===== src/rtl/demux_pkg.sv =====
// Shared types for the 1-to-2 stream demultiplexer.
// Destination select encoding used by the top and the bench.
package demux_pkg;

   typedef logic sel_t;

   localparam sel_t SEL_Y0 = 1'b0;
   localparam sel_t SEL_Y1 = 1'b1;

endpackage


===== src/rtl/demux_out_slot.sv =====
// One-entry output register slot with valid/ready handshake.
// Ports: clk, rst (sync, active-high), wr_en_i/wr_data_i (fill),
//   ready_i (consumer accepts), valid_o/data_o (held word),
//   count_o (transfers delivered; zero unless DEMUX_COUNT_EN).
module demux_out_slot #(
   parameter int DATA_W = 8,
   parameter int CNT_W  = 16
) (
   input  logic              clk,
   input  logic              rst,
   input  logic              wr_en_i,
   input  logic [DATA_W-1:0] wr_data_i,
   input  logic              ready_i,
   output logic              valid_o,
   output logic [DATA_W-1:0] data_o,
   output logic [CNT_W-1:0]  count_o
);

   logic              valid_q, valid_d;
   logic [DATA_W-1:0] data_q, data_d;
   logic              xfer;

   assign xfer = valid_q & ready_i;

   // A refill in the same cycle as a drain keeps the slot full.
   always_comb begin
      valid_d = valid_q;
      data_d  = data_q;
      if (xfer)
         valid_d = 1'b0;
      if (wr_en_i) begin
         valid_d = 1'b1;
         data_d  = wr_data_i;
      end
   end

   always_ff @(posedge clk) begin
      if (rst) begin
         valid_q <= 1'b0;
         data_q  <= '0;
      end else begin
         valid_q <= valid_d;
         data_q  <= data_d;
      end
   end

   assign valid_o = valid_q;
   assign data_o  = data_q;

`ifdef DEMUX_COUNT_EN
   logic [CNT_W-1:0] cnt_q, cnt_d;

   always_comb begin
      cnt_d = cnt_q;
      if (xfer)
         cnt_d = cnt_q + 1'b1;
   end

   always_ff @(posedge clk) begin
      if (rst)
         cnt_q <= '0;
      else
         cnt_q <= cnt_d;
   end

   assign count_o = cnt_q;
`else
   assign count_o = '0;
`endif

endmodule


===== src/rtl/demux1to2_stream.sv =====
// Registered 1-to-2 stream demultiplexer; in_sel steers each word to y0 or y1.
// Ports: clk, rst, in_* (producer), y0_*/y1_* (consumers), y0/y1_count (DEMUX_COUNT_EN).
module demux1to2_stream
   import demux_pkg::*;
#(
   parameter int DATA_W = 8,
   parameter int CNT_W  = 16
) (
   input  logic              clk,
   input  logic              rst,
   input  logic [DATA_W-1:0] in_data,
   input  sel_t              in_sel,
   input  logic              in_valid,
   output logic              in_ready,
   output logic [DATA_W-1:0] y0_data,
   output logic              y0_valid,
   input  logic              y0_ready,
   output logic [DATA_W-1:0] y1_data,
   output logic              y1_valid,
   input  logic              y1_ready,
   output logic [CNT_W-1:0]  y0_count,
   output logic [CNT_W-1:0]  y1_count
);

   logic accept;
   logic wr0, wr1;

   // Only the selected slot gates the input, so a stalled output
   // never blocks traffic headed to the other one.
   assign in_ready = (in_sel == SEL_Y1) ? (~y1_valid | y1_ready)
                                        : (~y0_valid | y0_ready);

   assign accept = in_valid & in_ready;
   assign wr0    = accept & (in_sel == SEL_Y0);
   assign wr1    = accept & (in_sel == SEL_Y1);

   demux_out_slot #(
      .DATA_W (DATA_W),
      .CNT_W  (CNT_W)
   ) u_slot0 (
      .clk       (clk),
      .rst       (rst),
      .wr_en_i   (wr0),
      .wr_data_i (in_data),
      .ready_i   (y0_ready),
      .valid_o   (y0_valid),
      .data_o    (y0_data),
      .count_o   (y0_count)
   );

   demux_out_slot #(
      .DATA_W (DATA_W),
      .CNT_W  (CNT_W)
   ) u_slot1 (
      .clk       (clk),
      .rst       (rst),
      .wr_en_i   (wr1),
      .wr_data_i (in_data),
      .ready_i   (y1_ready),
      .valid_o   (y1_valid),
      .data_o    (y1_data),
      .count_o   (y1_count)
   );

endmodule


===== config.mk =====
export PLATFORM = sky130hd
export DESIGN_NAME = demux1to2_stream
export DESIGN_NICKNAME = d
export VERILOG_FILES = /design/src/rtl/demux_pkg.sv /design/src/rtl/demux_out_slot.sv /design/src/rtl/demux1to2_stream.sv
export SDC_FILE = /design/constraint.sdc
export NUM_CORES = 1
export LEC_CHECK = 0
export ABC_AREA = 1
export CORE_ASPECT_RATIO = 1.2
export CORE_UTILIZATION = 40
export CTS_CLUSTER_SIZE = 28
export DETAILED_ROUTE_END_ITERATION = 10
export PLACE_DENSITY = 0.86
export SYNTH_ARGS = -nofsm -noshare
export SYNTH_HDL_FRONTEND = slang
export SYNTH_SLANG_ARGS = --single-unit

===== constraint.sdc =====
create_clock -name clk -period 2.5 [get_ports clk]
set_input_delay 0.75 -clock clk [delete_from_list [all_inputs] [get_ports clk]]
set_output_delay 0.75 -clock clk [all_outputs]
set_load 0.005 [all_outputs]

==> key figures, run 1 <==
Status
  – Status: complete, no violations

Setup path
  – R2r worst-path depth: 6
  – Worst path cell trace: clkdlybuf4s50_1 > inv_1 > nand2_1 > nor2_1 > a31oi_1 > clkbuf_2
  – CP max stage cell: clkdlybuf4s50_1
  – Worst EP required: 1.75 ns
  – Reg-to-reg endpoint: u_slot0.data_o[0]
  – CP endpoint kind: primary output
  – Buf+Inv Stages, Crit Path: 3
  – CP Launch Point: y0_ready
  – Setup crit end: in_ready
  – Worst r2r src: u_slot0.valid_o
  – WP data arrival: ~1.6 ns
  – CP max stage delay: 0.45 ns
  – Critical path class: in2out
  – Worst Setup Start Kind: input pin
  – Worst reg2reg setup slack: 1.54 ns
  – Family with the most delay on the worst path: buffers and inverters
  – Critical-path maximum fanout: 2
  – Stages on the worst setup path: 6

STA
  – Slew Viols, Final: 0
  – Final cycle utilization of the critical path: 94.5%
  – RSZ-0062 raised after global routing: false
  – Final WS setup: about 0.14 ns
  – Clock skew: 0.00621 ns
  – Final Hold Fails: 0
  – Setup Viol. Count Final: 0
  – WHS: 0.512 ns
  – FMAX: 423 MHz
  – Final Critical Period: 2.36 ns

Floorplanning
  – I/O pins: 65
  – Die X: ~52 microns
  – Site row count: 21
  – Die Height: 61.6 microns
  – Core area: 0.00281 sq mm
  – Die area: 0.00318 sq mm
  – Starting density of the core: 42.1%

Run
  – Max cap viols: 0

Detailed routing
  – Drt first pass iters: 4
  – Wire length per cell: around 7.9 microns
  – DRT iter0 DRCs: 11
  – Vias/cell: 3.93
  – Drt total wl: slightly below 2000 microns
  – Routed vias: 960
  – Remaining antenna violation count after routing: 0
  – DRC viols: 0

Logic synthesis
  – Synth Instances: 176
  – Multiplexer share of the synthesized area: 0%
  – Synth Register Bits: 18
  – Yosys warning total: 0
  – Largest family of logic cells by synthesized area: buffers and inverters
  – Syn avg cell area: 6.72 sq um
  – Synthesized cell area: around 0.0012 sq mm
  – Post-synthesis simple-gate area fraction: 29.9%
  – Compound-gate portion of the synthesized area: less than 1%
  – Synth cell types: 16
  – Synth Area in Adders: 0%
  – Register area share after synthesis: between 30% and 40%
  – Post-Synth XOR/XNOR Area: 0%

Layout
  – Core Util, Final: 51.2%
  – Layout cell share with drive strength beyond 1: roughly 7.6%
  – Layout Nets: 225
  – Diode count: 0
  – Area Overhead vs Synth: 21.8%

GRT
  – GRT Overall Usage: 13.5%
  – Total gr overflow: 0
  – Initial antenna violation count: 0
  – Global-route wire length before repair: slightly above 3000 microns
  – Largest net degree at the start of global routing: 19
  – Number of global-route vias before repair: 772

Placement
  – RePlAce Congestion: 0.799
  – Port bufs: 32
  – Dpl ws: -0.243 ns
  – Detailed placement HPWL: ~1500 microns

Clock network
  – TritonCTS buffer count: 3
  – Setup Fix Bufs, Post-CTS: 0
  – Clk Latency, worst-skew pair: ~0.30 ns
  – CTS Buffer Depth: 2
  – # H-tree levels: 1
  – CTS tree: built
  – Reg clk slew, reported paths: roughly 0.1 ns
  – Clock sink count: 18
  – Root Buffer: clkbuf_4

Pwr
  – Worst vdd ir: 0.296 mV
  – Leak: 0.797 nW
  – Pwr dens: 455 mW/mm^2
  – Total design power: 656 uW

Min path
  – Worst min path class: reg2reg
## worst min-delay path by stage
stage,cells past startpoint,to,slack (ns),start
after floorplan,4,u_slot0.data_o[0],0.50,u_slot0.data_o[0]
after global placement,4,u_slot1.data_o[5],0.50,u_slot1.data_o[5]
after detailed placement,4,u_slot0.data_o[5],0.50,u_slot0.data_o[5]
after CTS,4,u_slot0.data_o[5],0.52,u_slot0.data_o[5]
after global routing,4,u_slot0.data_o[5],0.54,u_slot0.data_o[5]
final,4,u_slot0.data_o[5],0.51,u_slot0.data_o[5]
## final cells by class
cell class | instances | area (sq um)
Tap cell | 34 | 42.5
Timing Repair Buffer | 36 | 345
Sequential cell | 18 | 360
Clock buffer | 4 | 36.3
Multi-Input combinational cell | 106 | 480
Inverter | 46 | 175
Fill cell | 289 | 1370
## metal layers
layer	vias to the layer above	wire length, microns	GRT usage (%)
met1	395	821	15.3
met4	0	48	8.11
li1	519	-	-
met3	5	110	2.22
met2	41	959	23.7
met5	-	0	0
## metrics by stage
step / TNS (ns) / cell area, sq um / std cells
5_1_grt: 0 / 1440 / 244
3_5_place_dp: -0.243 / 1410 / 240
2_1_floorplan: 0 / 1300 / 207
3_3_place_gp: -0.247 / 1410 / 240
6_report: 0 / 1440 / 244
4_1_cts: 0 / 1440 / 244
## worst register-to-register path, stage by stage, from the launching register on
cell and delay [ns]:
dfxtp_1 0.32, nand2_1 0.08, buf_4 0.17, nand3_4 0.13, nand2_1 0.08, inv_1 0.03, nor2_1 0.08
## logic make-up after synthesis
group,count (synthesis)
flops,18
simple gates,73
compound gates,1
buf+inv,83
other cells,1
## cell usage in the layout, fill, tap and decap left out, types with 3 or more instances in the layout
cell type,netlist,layout
nand2_1,37,37
clkdlybuf4s50_1,0,31
dfxtp_1,18,18
clkbuf_4,0,3
conb_1,1,32
inv_1,43,43
nor2_1,15,15
buf_4,34,4
nand4_1,16,16
## report_power, final
part | leakage [nW] | switching [mW] | total (mW) | internal [mW]
logic | 0.628 | 0.0778 | 0.158 | 0.0806
clock network | 0.0210 | 0.0919 | 0.181 | 0.0888
registers | 0.149 | 0.0100 | 0.317 | 0.307
total | 0.797 | 0.180 | 0.656 | 0.476
## registers in the layout (all words and copies together), names as in the netlist
name	cells
u_slot0.data_o	8
u_slot1.data_o	8
u_slot0.valid_o	1
u_slot1.valid_o	1
## synthesized netlist by cell type
master	number	area, sq um
inv_4	1	6.26
buf_2	1	5.00
dfxtp_1	18	360
clkinv_1	1	3.75
a31oi_1	1	6.26
inv_1	43	161
nand3_4	2	35.0
nand2_1	37	139
nand2_4	1	11.3
buf_4	34	255
conb_1	1	3.75
nor2_2	2	12.5
nand4_1	16	100
buf_6	2	22.5
inv_2	1	3.75
nor2_1	15	56.3
## what timing repair did
action                     in CTS  in global routing
hold buffers                    0                  0
gates resized for setup         1                  2
setup endpoints to repair       1                  1
Power figures use the tool's default switching activity.
==> run 2, diff against run 1 <==
- CORE_ASPECT_RATIO: 1.2 -> unset
- CORE_MARGIN: unset -> 2
- clock period: 2.5 -> 2.8 ns (I/O delays scaled with it)
==> run 2 against run 1 <==
Register-to-register slack better by 0.29 ns. Global-route usage is 1.5 points lower. Clock-buffer cell count is 1 lower. Cell count is 1.6% lower. Worst setup slack better by 0.0057 ns. Clock power is 28% lower. Die area is 7.2% higher. Via count is 0.83% higher. Non-clock buffer count stayed put. Sequential power is 11% lower. Utilization is 0.058 points higher. Sequential cell count stayed put.
==> key figures, run 2 (same netlist as run 1, synthesis figures left out) <==
Placement
  – Placed cell area: 0.00141 sq mm
  – Dpl ws: -0.134 ns
  – Detailed placement HPWL: 1570 microns
  – Port bufs: 32
  – RePlAce Congestion: 0.761

STA
  – Setup Viol. Count Final: 0
  – RSZ-0062 raised after global routing: false
  – Final WS setup: 0.143 ns
  – Final Hold Fails: 0
  – Slew Viols, Final: 0
  – Final Critical Period: 2.66 ns
  – FMAX: 376 MHz
  – Final cycle utilization of the critical path: 94.9%
  – Clock skew: 0.00252 ns
  – Setup_tns: 0 ns

Floorplanning
  – I/O pins: 65
  – Die Height: 58.4 microns
  – Starting density of the core: 42.5%
  – Die area: 0.00341 sq mm
  – Site row count: 19
  – Die X: 58.4 microns
  – Core area: 0.00278 sq mm

Setup path
  – Worst path cell trace: clkdlybuf4s50_1 > inv_1 > nand2_1 > nor2_1 > a31oi_1 > dlygate4sd2_1
  – WP data arrival: ~1.8 ns
  – Worst Setup Start Kind: input pin
  – Worst EP required: 1.96 ns
  – Critical path class: in2out
  – Setup crit end: in_ready
  – Critical-path maximum fanout: 2
  – CP endpoint kind: primary output
  – Worst r2r src: u_slot0.valid_o
  – CP max stage delay: 0.45 ns
  – Worst reg2reg setup slack: 1.83 ns
  – R2r worst-path depth: 6
  – CP Launch Point: y0_ready
  – CP max stage cell: clkdlybuf4s50_1
  – Reg-to-reg endpoint: u_slot0.data_o[5]

Run
  – Max cap viols: 0

Clock network
  – Root Buffer: clkbuf_4
  – Reg clk slew, reported paths: 0.10 ns
  – Post-CTS Hold Fix Bufs: 0
  – CTS Buffer Depth: 2
  – CTS tree: built
  – Clk Latency, worst-skew pair: 0.29 ns
  – Clock sink count: 18
  – Setup Fix Bufs, Post-CTS: 0
  – # H-tree levels: 1
  – TritonCTS buffer count: 3

Pwr
  – Total design power: approximately 560 uW
  – Leak: slightly below 0.8 nW
  – Worst vdd ir: 0.343 mV
  – Pwr dens: around 400 mW/mm^2

Layout
  – Diode count: 0
  – Layout Nets: 225
  – Post-route cell area: between 0.001 and 0.0015 sq mm
  – Most frequent cells in the layout: 43 x inv_1, 37 x nand2_1, 32 x conb_1
  – Area Overhead vs Synth: 20.6%
  – Layout cell share with drive strength beyond 1: 6.70%
  – Core Util, Final: 51.3%
  – Most common cell after layout, fill and taps aside: inv_1

GRT
  – Largest net degree at the start of global routing: 19
  – Initial antenna violation count: 0
  – Number of global-route vias before repair: about 800
  – Total gr overflow: 0
  – GRT Overall Usage: 12.0%
  – Global-route wire length before repair: 3140 microns

Detailed routing
  – Routed vias: a little under 1000
  – Remaining antenna violation count after routing: 0
  – Wire length per cell: 8.33 microns
  – Drt first pass iters: 4
  – Drt total wl: 2000 microns
  – DRC viols: 0
  – DRT iter0 DRCs: 9
  – Vias/cell: 4.03

Status
  – Status: complete, no violations

Min path
  – Worst min path class: reg2reg
-- run 2: changes by cell type in the layout (fill, tap and decap cells not counted), sizes merged --
cell	delta
clkbuf	-2
dlygate4sd2	+1
-- run 2: worst min path at each step --
stage	from	endpoint	slack, ns	cells after the start
after floorplan	u_slot0.data_o[0]	u_slot0.data_o[0]	0.50	4
after global placement	u_slot0.data_o[5]	u_slot0.data_o[5]	0.50	4
after detailed placement	u_slot0.data_o[6]	u_slot0.data_o[6]	0.50	4
after CTS	u_slot0.data_o[3]	u_slot0.data_o[3]	0.52	4
after global routing	u_slot0.data_o[6]	u_slot0.data_o[6]	0.53	4
final	u_slot0.data_o[3]	u_slot0.data_o[3]	0.51	4
-- run 2: report_power, final --
part	switching, mW	leakage, nW	internal [mW]
clock	0.0800	0.0138	0.0500
combinational	0.0704	0.627	0.0722
sequential	0.00870	0.149	0.274
-- run 2: area by class of cell --
type / count / area [sq um]
multi-input cells: 106 / 480
inverters: 46 / 175
clock buffers: 3 / 22.5
flip-flops and latches: 18 / 360
fillers: 293 / 1360
repair buffers: 36 / 349
well taps: 31 / 38.8
-- run 2: repair_timing --
action | 4_1_cts | 5_1_grt
gates resized for setup | 1 | 0
setup endpoints to repair | 1 | 0
hold endpoints to repair | 0 | 0
-- run 2: routing by layer --
metal	wire [microns]	GRT usage (%)	share of wire, %
met5	0	0	0
met4	8	2.99	0.40
met3	177	4.84	8.9
met2	960	21.5	48
met1	852	13.1	43
-- run 2: stage by stage --
stage	instances	hold slack, ns
2_1_floorplan	207	0.503
3_3_place_gp	237	0.497
3_5_place_dp	237	0.502
4_1_cts	240	0.520
5_1_grt	240	0.534
6_report	240	0.515
-- run 2: critical path, delay by kind of cell --
family | cells | cell delay [ns]
buffers and inverters | 3 | 0.73
AO/OA/AOI/OAI | 1 | 0.13
AND/OR/NAND/NOR | 2 | 0.11
